[src/rtl/ex_pkg.sv]
`default_nettype none
// ============================================================================
// Module      : ex_pkg
// Description : Shared definitions for the LEGv8 execute stage: ALU control
//               codes, the R-type opcodes decoded under ALUOp 10, the bit
//               positions of the packed id_ctrl vector, the XZR index helper
//               and the ALU control decoder.
// Revision    : 1.0 - initial release
// ============================================================================
package ex_pkg;

    typedef enum logic [2:0] {
        ALU_ADD   = 3'd0,
        ALU_SUB   = 3'd1,
        ALU_AND   = 3'd2,
        ALU_ORR   = 3'd3,
        ALU_PASSB = 3'd4,
        ALU_MUL   = 3'd5
    } alu_ctrl_e;

    localparam logic [10:0] c_opc_add = 11'b10001011000;
    localparam logic [10:0] c_opc_sub = 11'b11001011000;
    localparam logic [10:0] c_opc_and = 11'b10001010000;
    localparam logic [10:0] c_opc_orr = 11'b10101010000;
    localparam logic [10:0] c_opc_mul = 11'b10011011000;

    // Bit positions inside id_ctrl / ex_ctrl.
    typedef enum int unsigned {
        CTRL_MEM_WRITE     = 0,
        CTRL_MEM_TO_REG    = 1,
        CTRL_MEM_READ      = 2,
        CTRL_BRANCH        = 3,
        CTRL_UNCOND_BRANCH = 4,
        CTRL_REG_WRITE     = 5
    } ctrl_bit_e;

    // The all-ones register index is the hard-wired zero register.
    function automatic int unsigned xzr_index(input int unsigned aw);
        return (32'd1 << aw) - 32'd1;
    endfunction

    function automatic alu_ctrl_e alu_decode(input logic [1:0]  alu_op,
                                             input logic [10:0] opcode);
        alu_ctrl_e v;
        v = ALU_ADD;
        case (alu_op)
            2'b01: v = ALU_PASSB;
            2'b10: begin
                case (opcode)
                    c_opc_sub: v = ALU_SUB;
                    c_opc_and: v = ALU_AND;
                    c_opc_orr: v = ALU_ORR;
                    c_opc_mul: v = ALU_MUL;
                    default:   v = ALU_ADD;
                endcase
            end
            default: v = ALU_ADD;
        endcase
        return v;
    endfunction

endpackage
`default_nettype wire

[src/rtl/ex_stage_if.sv]
`default_nettype none
// ============================================================================
// Module      : ex_stage_if
// Description : Bundle between decode/memory and the execute stage.
//               master : decode side (drives id_*, fwd_*, mem_stall, flush)
//               slave  : ex_stage (drives id_ready and all ex_* results)
// Revision    : 1.0 - initial release
// ============================================================================
interface ex_stage_if
    import ex_pkg::*;
#(
    parameter int WORD_W = 64,
    parameter int REG_AW = 5,
    parameter int OPC_W  = 11
);
    logic              id_valid;
    logic              id_ready;
    logic              mem_stall;
    logic              flush;
    logic [WORD_W-1:0] id_pc, id_rd1, id_rd2, id_imm;
    logic [OPC_W-1:0]  id_opcode;
    logic [1:0]        id_alu_op;
    logic              id_alu_src;
    logic [REG_AW-1:0] id_rs1, id_rs2, id_wreg;
    logic [5:0]        id_ctrl;
    logic              fwd_em_we, fwd_mw_we;
    logic [REG_AW-1:0] fwd_em_wreg, fwd_mw_wreg;
    logic [WORD_W-1:0] fwd_em_data, fwd_mw_data;
    logic              ex_valid;
    logic              ex_busy;
    logic [WORD_W-1:0] ex_alu_result, ex_branch_target, ex_rd2, ex_pc;
    logic              ex_zero;
    logic [REG_AW-1:0] ex_wreg;
    logic [5:0]        ex_ctrl;

    modport master (
        output id_valid, mem_stall, flush, id_pc, id_rd1, id_rd2, id_imm,
               id_opcode, id_alu_op, id_alu_src, id_rs1, id_rs2, id_wreg, id_ctrl,
               fwd_em_we, fwd_em_wreg, fwd_em_data, fwd_mw_we, fwd_mw_wreg, fwd_mw_data,
        input  id_ready, ex_valid, ex_busy, ex_alu_result, ex_branch_target,
               ex_rd2, ex_pc, ex_zero, ex_wreg, ex_ctrl
    );

    modport slave (
        input  id_valid, mem_stall, flush, id_pc, id_rd1, id_rd2, id_imm,
               id_opcode, id_alu_op, id_alu_src, id_rs1, id_rs2, id_wreg, id_ctrl,
               fwd_em_we, fwd_em_wreg, fwd_em_data, fwd_mw_we, fwd_mw_wreg, fwd_mw_data,
        output id_ready, ex_valid, ex_busy, ex_alu_result, ex_branch_target,
               ex_rd2, ex_pc, ex_zero, ex_wreg, ex_ctrl
    );
endinterface
`default_nettype wire

[src/rtl/ex_mul_iter.sv]
`default_nettype none
// ============================================================================
// Module      : ex_mul_iter
// Description : Iterative shift-add multiplier retiring MUL_STEP multiplier
//               bits per cycle; returns the low WORD_W bits of i_a * i_b.
//   clk       in  clock
//   i_start   in  latch i_a/i_b and begin (honoured only when idle)
//   i_abort   in  synchronous abort / clear (flush or reset)
//   i_a, i_b  in  operands
//   o_busy    out iterating; drops after the last step
//   o_product out product, stable once o_busy is low
// Revision    : 1.0 - initial release
// ============================================================================
module ex_mul_iter
    import ex_pkg::*;
#(
    parameter int WORD_W   = 64,
    parameter int MUL_STEP = 1
) (
    input  logic              clk,
    input  logic              i_start,
    input  logic              i_abort,
    input  logic [WORD_W-1:0] i_a,
    input  logic [WORD_W-1:0] i_b,
    output logic              o_busy,
    output logic [WORD_W-1:0] o_product
);
    localparam int c_iter  = WORD_W / MUL_STEP;
    localparam int c_cnt_w = $clog2(c_iter + 1);

    localparam logic [0:0] c_st_idle = 1'b0;
    localparam logic [0:0] c_st_run  = 1'b1;

    logic [0:0]         r_state, w_state_nxt;
    logic [c_cnt_w-1:0] r_cnt;
    logic [WORD_W-1:0]  r_acc, r_a, r_b;

    always_ff @(posedge clk) begin
        if (i_abort) r_state <= c_st_idle;
        else         r_state <= w_state_nxt;
    end

    always_comb begin
        w_state_nxt = r_state;
        case (r_state)
            c_st_idle: if (i_start) w_state_nxt = c_st_run;
            c_st_run:  if (r_cnt == '0) w_state_nxt = c_st_idle;
            default:   w_state_nxt = c_st_idle;
        endcase
    end

    // One partial product per RUN cycle: multiplicand shifted left,
    // multiplier consumed MUL_STEP bits at a time from the bottom.
    always_ff @(posedge clk) begin
        if (i_abort) begin
            r_acc <= '0;
            r_a   <= '0;
            r_b   <= '0;
            r_cnt <= '0;
        end else if (r_state == c_st_idle && i_start) begin
            r_acc <= '0;
            r_a   <= i_a;
            r_b   <= i_b;
            r_cnt <= c_cnt_w'(c_iter - 1);
        end else if (r_state == c_st_run) begin
            r_acc <= r_acc + r_a * WORD_W'(r_b[MUL_STEP-1:0]);
            r_a   <= r_a << MUL_STEP;
            r_b   <= r_b >> MUL_STEP;
            if (r_cnt != '0) r_cnt <= r_cnt - 1'b1;
        end
    end

    assign o_busy    = (r_state == c_st_run);
    assign o_product = r_acc;
endmodule
`default_nettype wire

[src/rtl/ex_stage.sv]
`default_nettype none
// ============================================================================
// Module      : ex_stage
// Description : LEGv8 execute stage: valid-tagged ID/EX register, ALU,
//               zero flag, branch target, stall/flush handling and an
//               iterative MUL that back-pressures decode through id_ready.
//   clk    in  clock
//   rst_n  in  synchronous active-low reset
//   bus    slave side of ex_stage_if (id_*, fwd_*, mem_stall, flush in;
//          id_ready and ex_* results out)
// Build option : define EX_FORWARD_EN to take register operands from the
//                EX/MEM and MEM/WB write-back forward paths.
// Revision    : 1.0 - initial release
// ============================================================================
module ex_stage
    import ex_pkg::*;
#(
    parameter int WORD_W   = 64,
    parameter int REG_AW   = 5,
    parameter int OPC_W    = 11,
    parameter int MUL_STEP = 1
) (
    input  logic      clk,
    input  logic      rst_n,
    ex_stage_if.slave bus
);
    logic              r_valid;
    logic [WORD_W-1:0] r_pc, r_rd1, r_rd2, r_imm;
    logic [OPC_W-1:0]  r_opcode;
    logic [1:0]        r_alu_op;
    logic              r_alu_src;
    logic [REG_AW-1:0] r_rs1, r_rs2, r_wreg;
    logic [5:0]        r_ctrl;

    logic              w_busy, w_accept, w_mul_start, w_abort, w_ex_valid;
    logic [WORD_W-1:0] w_op_a, w_op_breg, w_op_b, w_id_a, w_id_breg, w_id_b;
    logic [WORD_W-1:0] w_product, w_result;
    alu_ctrl_e         w_alu_ctrl;

    assign bus.id_ready = !bus.mem_stall && !w_busy;
    // Flush beats a load in the same cycle.
    assign w_accept     = bus.id_ready && !bus.flush;

`ifdef EX_FORWARD_EN
    localparam logic [REG_AW-1:0] c_xzr = REG_AW'(xzr_index(REG_AW));

    function automatic logic [WORD_W-1:0] f_fwd(
        input logic [REG_AW-1:0] rs,      input logic [WORD_W-1:0] regval,
        input logic              em_we,   input logic [REG_AW-1:0] em_wreg,
        input logic [WORD_W-1:0] em_data, input logic              mw_we,
        input logic [REG_AW-1:0] mw_wreg, input logic [WORD_W-1:0] mw_data);
        logic [WORD_W-1:0] v;
        v = regval;
        if (rs != c_xzr) begin
            if (em_we && em_wreg == rs)      v = em_data;
            else if (mw_we && mw_wreg == rs) v = mw_data;
        end
        return v;
    endfunction

    assign w_op_a    = f_fwd(r_rs1, r_rd1, bus.fwd_em_we, bus.fwd_em_wreg, bus.fwd_em_data,
                             bus.fwd_mw_we, bus.fwd_mw_wreg, bus.fwd_mw_data);
    assign w_op_breg = f_fwd(r_rs2, r_rd2, bus.fwd_em_we, bus.fwd_em_wreg, bus.fwd_em_data,
                             bus.fwd_mw_we, bus.fwd_mw_wreg, bus.fwd_mw_data);
    // The multiplier latches its operands as the MUL enters, so it sees the
    // forward network on the decode-side indices.
    assign w_id_a    = f_fwd(bus.id_rs1, bus.id_rd1, bus.fwd_em_we, bus.fwd_em_wreg,
                             bus.fwd_em_data, bus.fwd_mw_we, bus.fwd_mw_wreg, bus.fwd_mw_data);
    assign w_id_breg = f_fwd(bus.id_rs2, bus.id_rd2, bus.fwd_em_we, bus.fwd_em_wreg,
                             bus.fwd_em_data, bus.fwd_mw_we, bus.fwd_mw_wreg, bus.fwd_mw_data);
`else
    assign w_op_a    = r_rd1;
    assign w_op_breg = r_rd2;
    assign w_id_a    = bus.id_rd1;
    assign w_id_breg = bus.id_rd2;

    // Forward ports and source indices exist but have no effect in this build.
    logic w_fwd_unused;
    assign w_fwd_unused = ^{bus.fwd_em_we, bus.fwd_em_wreg, bus.fwd_em_data,
                            bus.fwd_mw_we, bus.fwd_mw_wreg, bus.fwd_mw_data,
                            r_rs1, r_rs2};
`endif

    assign w_id_b      = bus.id_alu_src ? bus.id_imm : w_id_breg;
    assign w_mul_start = w_accept && bus.id_valid &&
                         (alu_decode(bus.id_alu_op, 11'(bus.id_opcode)) == ALU_MUL);
    assign w_abort     = !rst_n || bus.flush;

    ex_mul_iter #(
        .WORD_W   (WORD_W),
        .MUL_STEP (MUL_STEP)
    ) u_mul (
        .clk       (clk),
        .i_start   (w_mul_start),
        .i_abort   (w_abort),
        .i_a       (w_id_a),
        .i_b       (w_id_b),
        .o_busy    (w_busy),
        .o_product (w_product)
    );

    always_ff @(posedge clk) begin
        if (!rst_n) begin
            r_valid   <= 1'b0;
            r_pc      <= '0;
            r_rd1     <= '0;
            r_rd2     <= '0;
            r_imm     <= '0;
            r_opcode  <= '0;
            r_alu_op  <= '0;
            r_alu_src <= 1'b0;
            r_rs1     <= '0;
            r_rs2     <= '0;
            r_wreg    <= '0;
            r_ctrl    <= '0;
        end else if (bus.flush) begin
            r_valid   <= 1'b0;
        end else if (w_accept) begin
            r_valid   <= bus.id_valid;
            r_pc      <= bus.id_pc;
            r_rd1     <= bus.id_rd1;
            r_rd2     <= bus.id_rd2;
            r_imm     <= bus.id_imm;
            r_opcode  <= bus.id_opcode;
            r_alu_op  <= bus.id_alu_op;
            r_alu_src <= bus.id_alu_src;
            r_rs1     <= bus.id_rs1;
            r_rs2     <= bus.id_rs2;
            r_wreg    <= bus.id_wreg;
            r_ctrl    <= bus.id_ctrl;
        end
    end

    assign w_alu_ctrl = alu_decode(r_alu_op, 11'(r_opcode));
    assign w_op_b     = r_alu_src ? r_imm : w_op_breg;

    always_comb begin
        w_result = w_op_a + w_op_b;
        case (w_alu_ctrl)
            ALU_SUB:   w_result = w_op_a - w_op_b;
            ALU_AND:   w_result = w_op_a & w_op_b;
            ALU_ORR:   w_result = w_op_a | w_op_b;
            ALU_PASSB: w_result = w_op_b;
            ALU_MUL:   w_result = w_product;
            default:   w_result = w_op_a + w_op_b;
        endcase
    end

    // Every result is zeroed while no completed instruction is present, so
    // bubbles, flushed slots and reset all present a quiet bus downstream.
    assign w_ex_valid           = r_valid && !w_busy;
    assign bus.ex_valid         = w_ex_valid;
    assign bus.ex_busy          = w_busy;
    assign bus.ex_alu_result    = w_ex_valid ? w_result : '0;
    assign bus.ex_zero          = w_ex_valid && (w_result == '0);
    assign bus.ex_branch_target = w_ex_valid ? (r_pc + (r_imm << 2)) : '0;
    assign bus.ex_rd2           = w_ex_valid ? w_op_breg : '0;
    assign bus.ex_pc            = w_ex_valid ? r_pc : '0;
    assign bus.ex_wreg          = w_ex_valid ? r_wreg : '0;
    assign bus.ex_ctrl          = w_ex_valid ? r_ctrl : '0;
endmodule
`default_nettype wire

[src/flat_wrapper.sv]
// flat-port wrapper written by rule: the top's interface ports become plain ports
module ex_stage_flat import ex_pkg::*;
#(
    parameter int WORD_W   = 64,
    parameter int REG_AW   = 5,
    parameter int OPC_W    = 11,
    parameter int MUL_STEP = 1
)
  (clk, rst_n, bus_id_valid, bus_mem_stall, bus_flush, bus_id_pc, bus_id_rd1, bus_id_rd2, bus_id_imm, bus_id_opcode, bus_id_alu_op, bus_id_alu_src, bus_id_rs1, bus_id_rs2, bus_id_wreg, bus_id_ctrl, bus_fwd_em_we, bus_fwd_em_wreg, bus_fwd_em_data, bus_fwd_mw_we, bus_fwd_mw_wreg, bus_fwd_mw_data, bus_id_ready, bus_ex_valid, bus_ex_busy, bus_ex_alu_result, bus_ex_branch_target, bus_ex_rd2, bus_ex_pc, bus_ex_zero, bus_ex_wreg, bus_ex_ctrl);
  ex_stage_if #(.WORD_W(WORD_W), .REG_AW(REG_AW), .OPC_W(OPC_W)) bus_i ();
  input  logic clk;
  input  logic rst_n;
  input wire logic [$bits(bus_i.id_valid)-1:0] bus_id_valid;
  input wire logic [$bits(bus_i.mem_stall)-1:0] bus_mem_stall;
  input wire logic [$bits(bus_i.flush)-1:0] bus_flush;
  input wire logic [$bits(bus_i.id_pc)-1:0] bus_id_pc;
  input wire logic [$bits(bus_i.id_rd1)-1:0] bus_id_rd1;
  input wire logic [$bits(bus_i.id_rd2)-1:0] bus_id_rd2;
  input wire logic [$bits(bus_i.id_imm)-1:0] bus_id_imm;
  input wire logic [$bits(bus_i.id_opcode)-1:0] bus_id_opcode;
  input wire logic [$bits(bus_i.id_alu_op)-1:0] bus_id_alu_op;
  input wire logic [$bits(bus_i.id_alu_src)-1:0] bus_id_alu_src;
  input wire logic [$bits(bus_i.id_rs1)-1:0] bus_id_rs1;
  input wire logic [$bits(bus_i.id_rs2)-1:0] bus_id_rs2;
  input wire logic [$bits(bus_i.id_wreg)-1:0] bus_id_wreg;
  input wire logic [$bits(bus_i.id_ctrl)-1:0] bus_id_ctrl;
  input wire logic [$bits(bus_i.fwd_em_we)-1:0] bus_fwd_em_we;
  input wire logic [$bits(bus_i.fwd_em_wreg)-1:0] bus_fwd_em_wreg;
  input wire logic [$bits(bus_i.fwd_em_data)-1:0] bus_fwd_em_data;
  input wire logic [$bits(bus_i.fwd_mw_we)-1:0] bus_fwd_mw_we;
  input wire logic [$bits(bus_i.fwd_mw_wreg)-1:0] bus_fwd_mw_wreg;
  input wire logic [$bits(bus_i.fwd_mw_data)-1:0] bus_fwd_mw_data;
  output wire logic [$bits(bus_i.id_ready)-1:0] bus_id_ready;
  output wire logic [$bits(bus_i.ex_valid)-1:0] bus_ex_valid;
  output wire logic [$bits(bus_i.ex_busy)-1:0] bus_ex_busy;
  output wire logic [$bits(bus_i.ex_alu_result)-1:0] bus_ex_alu_result;
  output wire logic [$bits(bus_i.ex_branch_target)-1:0] bus_ex_branch_target;
  output wire logic [$bits(bus_i.ex_rd2)-1:0] bus_ex_rd2;
  output wire logic [$bits(bus_i.ex_pc)-1:0] bus_ex_pc;
  output wire logic [$bits(bus_i.ex_zero)-1:0] bus_ex_zero;
  output wire logic [$bits(bus_i.ex_wreg)-1:0] bus_ex_wreg;
  output wire logic [$bits(bus_i.ex_ctrl)-1:0] bus_ex_ctrl;
  assign bus_i.id_valid = bus_id_valid;
  assign bus_i.mem_stall = bus_mem_stall;
  assign bus_i.flush = bus_flush;
  assign bus_i.id_pc = bus_id_pc;
  assign bus_i.id_rd1 = bus_id_rd1;
  assign bus_i.id_rd2 = bus_id_rd2;
  assign bus_i.id_imm = bus_id_imm;
  assign bus_i.id_opcode = bus_id_opcode;
  assign bus_i.id_alu_op = bus_id_alu_op;
  assign bus_i.id_alu_src = bus_id_alu_src;
  assign bus_i.id_rs1 = bus_id_rs1;
  assign bus_i.id_rs2 = bus_id_rs2;
  assign bus_i.id_wreg = bus_id_wreg;
  assign bus_i.id_ctrl = bus_id_ctrl;
  assign bus_i.fwd_em_we = bus_fwd_em_we;
  assign bus_i.fwd_em_wreg = bus_fwd_em_wreg;
  assign bus_i.fwd_em_data = bus_fwd_em_data;
  assign bus_i.fwd_mw_we = bus_fwd_mw_we;
  assign bus_i.fwd_mw_wreg = bus_fwd_mw_wreg;
  assign bus_i.fwd_mw_data = bus_fwd_mw_data;
  assign bus_id_ready = bus_i.id_ready;
  assign bus_ex_valid = bus_i.ex_valid;
  assign bus_ex_busy = bus_i.ex_busy;
  assign bus_ex_alu_result = bus_i.ex_alu_result;
  assign bus_ex_branch_target = bus_i.ex_branch_target;
  assign bus_ex_rd2 = bus_i.ex_rd2;
  assign bus_ex_pc = bus_i.ex_pc;
  assign bus_ex_zero = bus_i.ex_zero;
  assign bus_ex_wreg = bus_i.ex_wreg;
  assign bus_ex_ctrl = bus_i.ex_ctrl;
  ex_stage #(.WORD_W(WORD_W), .REG_AW(REG_AW), .OPC_W(OPC_W), .MUL_STEP(MUL_STEP)) u_core (.clk(clk), .rst_n(rst_n), .bus(bus_i));
endmodule
[config.mk]
export PLATFORM = sky130hd
export DESIGN_NAME = ex_stage_flat
export DESIGN_NICKNAME = d
export VERILOG_FILES = /design/src/rtl/ex_pkg.sv /design/src/rtl/ex_stage_if.sv /design/src/rtl/ex_mul_iter.sv /design/src/rtl/ex_stage.sv /design/src/flat_wrapper.sv
export SDC_FILE = /design/constraint.sdc
export NUM_CORES = 2
export LEC_CHECK = 0
export CAP_MARGIN = 40
export CORE_MARGIN = 2
export CORE_UTILIZATION = 36
export CTS_BUF_LIST = sky130_fd_sc_hd__clkbuf_4 sky130_fd_sc_hd__clkbuf_8 sky130_fd_sc_hd__clkbuf_16
export DETAILED_ROUTE_END_ITERATION = 8
export MAX_ROUTING_LAYER = met4
export SETUP_SLACK_MARGIN = 0.15
export SLEW_MARGIN = 20
export SYNTH_ARGS = -nofsm -noshare
export SYNTH_HDL_FRONTEND = slang
export SYNTH_SLANG_ARGS = --single-unit
[constraint.sdc]
create_clock -name clk -period 6.8 [get_ports clk]
set_input_delay 1.36 -clock clk [delete_from_list [all_inputs] [get_ports clk]]
set_output_delay 1.36 -clock clk [all_outputs]
set_load 0.03 [all_outputs]
==> results.cfg <==
[run_status]
status = finished, violations left
violations = setup timing

[floorplan]
rows = 115
die_h_um = 320
start_util_pct = 36.4
chipWidth_um = 320
coreArea_sq_um = 98600
pin_count = 707
die_area_sq_um = 102000

[flow_run]
max_cap_viol_count = 0

[pwr]
pwr-share-comb_pct = 26.3
clock_power_share_pct = 39.0
p_seq_share_pct = 34.7
p_int_uw = 5980
ir_worst_vdd_mv = 0.226
switching_share_pct = 30.6
leakage_uw = 0.0217
power_density_nw_per_um2 = 165
power_uw = 8620
p_switching_uw = 2640

[clocking]
cts_tree = done
htreeDepth = 2
cts_root_buffer = clkbuf_16
clock-sinks = 482
clock_latency_ns = 0.69
numCtsBuffers = 58
path_clk_slew_ns = 0.07
clockBufferDepth = 3

[placed_design]
gp_congestion = 1.03
placement.io_buffers = 556
dp.cells = 6992
dp_hpwl_um = 123000

[critical_path]
cp_slowest_stage_delay_ns = 0.57
worstSetupPathType = flop to primary output
cpMostUsedCell = a21o_1
crit_fanout = 6
crit_slowest_cell = or4b_4
cp.required_ns = 5.44
crit_arrival_ns = 6.67
end_kind = primary output
start_kind = flop

[sta]
tightest_slew_ns = 0.867
slew_headroom_pct = 42.2
rsz0062_at_grt = yes
max_freq_mhz = 125
fin_ws_ns = -1.23
setup_viol = 26
drv_slew = 0
min_period_ns = 8.03
hold_viol_final = 0
skew_ns = 0.0568
fin_crit_sh_pct = 118
fin_hold_ws_ns = 0.457

[logic_synthesis]
yosysTopAreaCell = dfxtp_1
synthSimpleGateAreaFrac_pct = 24.6
synthesis.nets = 5490
synth.top_cell.area_share_pct = 26.9
yosys_warnings = 0
syn_area_sq_um = 35900
post_synth.cell_area_avg_sq_um = 7.39
synth_top_family_by_area = compound AO/OA/AOI/OAI gates
synth_cell_types = 100
synthAdderAreaFrac_pct = 7.27
ys_seq_area_share_pct = 26.9
synth_area_leaders = dfxtp_1 27%, nand2_1 9.2%, ha_1 6.8%
ys.flop_type = dfxtp_1
synth_commonest_cells = 881 x nand2_1, 482 x dfxtp_1, 470 x nor2_1
yosys-mux-area-fraction_pct = 4.99
synthArstFlopShare_pct = 0
synth-xor-area-share_pct = 5.44
synth_most_common_cell = nand2_1
synth_compound_area_share_pct = 26.5
synth-edff-count = 0
synthesis.instances = 4856
ys_ff_latch = 482

[global_route]
grt_antenna_before_repair = 17
grt_max_degree = 142
grtUsageTotal_pct = 30.7
grt_pass1_wl_um = 235000
grt_pass1_vias = 37700
overflow = 0

[cells_and_area]
fin_nets = 6491
syn_to_final_growth_pct = 45.9
drive_above_1_share_pct = 21.1
fillCellCount = 9510
register_area_sq_um = 9660
final_cell_count_no_fill = 7210
multi_input_area_sq_um = 26700

[detailed_routing]
wirelength_um = 160000
wire_per_inst_um = 22.2
drc_errors = 0
dr.pass1.iters = 5
ant_nets = 0
vias = 39900
drtIter0Drc = 3104
viasPerCell = 5.53

[hold_path]
hp-class = flop to flop
-- flip-flops by register name (all words and copies together) (netlist names), 6 cells and up --
register / flops
u_core.r_imm: 64
u_core.r_pc: 64
u_core.r_rd1: 64
u_core.r_rd2: 64
u_core.u_mul.o_product: 64
u_core.u_mul.r_a: 64
u_core.u_mul.r_b: 64
u_core.r_opcode: 11
u_core.u_mul.r_cnt: 7
u_core.r_ctrl: 6
-- kinds of logic after synthesis --
family,after synthesis
AO/OA/AOI/OAI,1422
XOR/XNOR,222
adder cells (fa/ha/maj),209
buffers and inverters,397
flip-flops,482
multiplexers,177
AND/OR/NAND/NOR,1947
-- final cells by class --
| type | count | area share (%) |
|---|---|---|
| Multi-Input combinational cell | 3977 | 51.0 |
| Timing Repair Buffer | 1276 | 23.0 |
| Sequential cell | 482 | 18.5 |
| Clock buffer | 79 | 3.22 |
| Tap cell | 1287 | 3.07 |
| Clock inverter | 28 | 0.712 |
| Inverter | 62 | 0.449 |
| Antenna cell | 19 | 0.0908 |
-- metrics by stage --
| stage | setup TNS (ns) | util, % | area [sq um] | worst slack, ns |
|---|---|---|---|---|
| after floorplan | -0.0679 | - | 36100 | -0.0636 |
| after global placement | -4.89 | 47.9 | 47200 | -0.959 |
| after global routing | -19.43 | 53.1 | 52400 | -1.51 |
| after CTS | -12.80 | 51.5 | 50700 | -1.19 |
| after detailed placement | -5.18 | 48.0 | 47300 | -0.885 |
| final | -12.76 | 53.1 | 52400 | -1.23 |
-- worst max-delay path: cells and delay by family (launching register included) --
family,cells,cell delay [ns]
flip-flops,1,0.45
AO/OA/AOI/OAI,11,1.82
XOR/XNOR,2,0.21
adder cells (fa/ha/maj),1,0.30
buffers and inverters,7,0.96
multiplexers,1,0.33
AND/OR/NAND/NOR,6,1.89
-- metal layers --
layer	track usage [%]	vias to the layer above	routed length, um
li1	-	19200	-
met1	38.6	19100	69000
met2	50.7	1279	76600
met3	3.36	264	8350
met4	11.2	0	6090
met5	-	-	0
-- placed cells by master (no fill, tap or decap), types with 26 or more instances in the layout --
| cell type | Yosys | final |
|---|---|---|
| a21boi_0 | 292 | 289 |
| a21o_1 | 123 | 122 |
| a21oi_1 | 364 | 310 |
| a21oi_2 | 1 | 42 |
| a221oi_1 | 78 | 70 |
| a22oi_1 | 74 | 74 |
| a31oi_1 | 35 | 27 |
| and2_1 | 222 | 218 |
| and3_1 | 28 | 26 |
| buf_12 | 0 | 57 |
| buf_4 | 4 | 640 |
| buf_6 | 5 | 75 |
| clkbuf_16 | 0 | 58 |
| clkdlybuf4s50_1 | 0 | 478 |
| dfxtp_1 | 482 | 476 |
| ha_1 | 195 | 187 |
| inv_1 | 62 | 58 |
| mux2i_1 | 166 | 161 |
| nand2_1 | 881 | 863 |
| nand3_1 | 62 | 57 |
| nand4_1 | 54 | 54 |
| nor2_1 | 470 | 421 |
| nor2_4 | 0 | 26 |
| nor3_1 | 70 | 53 |
| o21a_1 | 37 | 36 |
| o21ai_0 | 187 | 151 |
| o22ai_1 | 35 | 34 |
| xnor2_1 | 124 | 112 |
| xor2_1 | 97 | 89 |
-- final timing paths --
check,startpoint,end,slack (ns),cells after the start
setup reg to reg,u_core.u_mul.r_b[0],u_core.u_mul.o_product[57],1.54,18
hold / removal,u_core.r_wreg[4],u_core.r_wreg[4],0.46,2
setup / recovery,u_core.r_alu_src,bus_ex_zero,-1.23,28
hold reg to reg,u_core.r_wreg[4],u_core.r_wreg[4],0.46,2
-- power by group through the flow --
stage | sequential (uW) | clock [uW] | combinational, uW
2_1_floorplan | 3010 | 0 | 928
3_3_place_gp | 3040 | 0 | 1970
3_5_place_dp | 3050 | 0 | 1970
4_1_cts | 2990 | 3420 | 2100
5_1_grt | 2990 | 3540 | 2410
6_report | 2990 | 3360 | 2270
-- repair_timing --
action	4_1_cts	5_1_grt
setup buffers	40	46
endpoints found under the setup margin	55	62
resized for setup	240	255
hold buffers	0	0
pin swaps	103	104
Note: power is estimated with default switching activity, not from simulation.
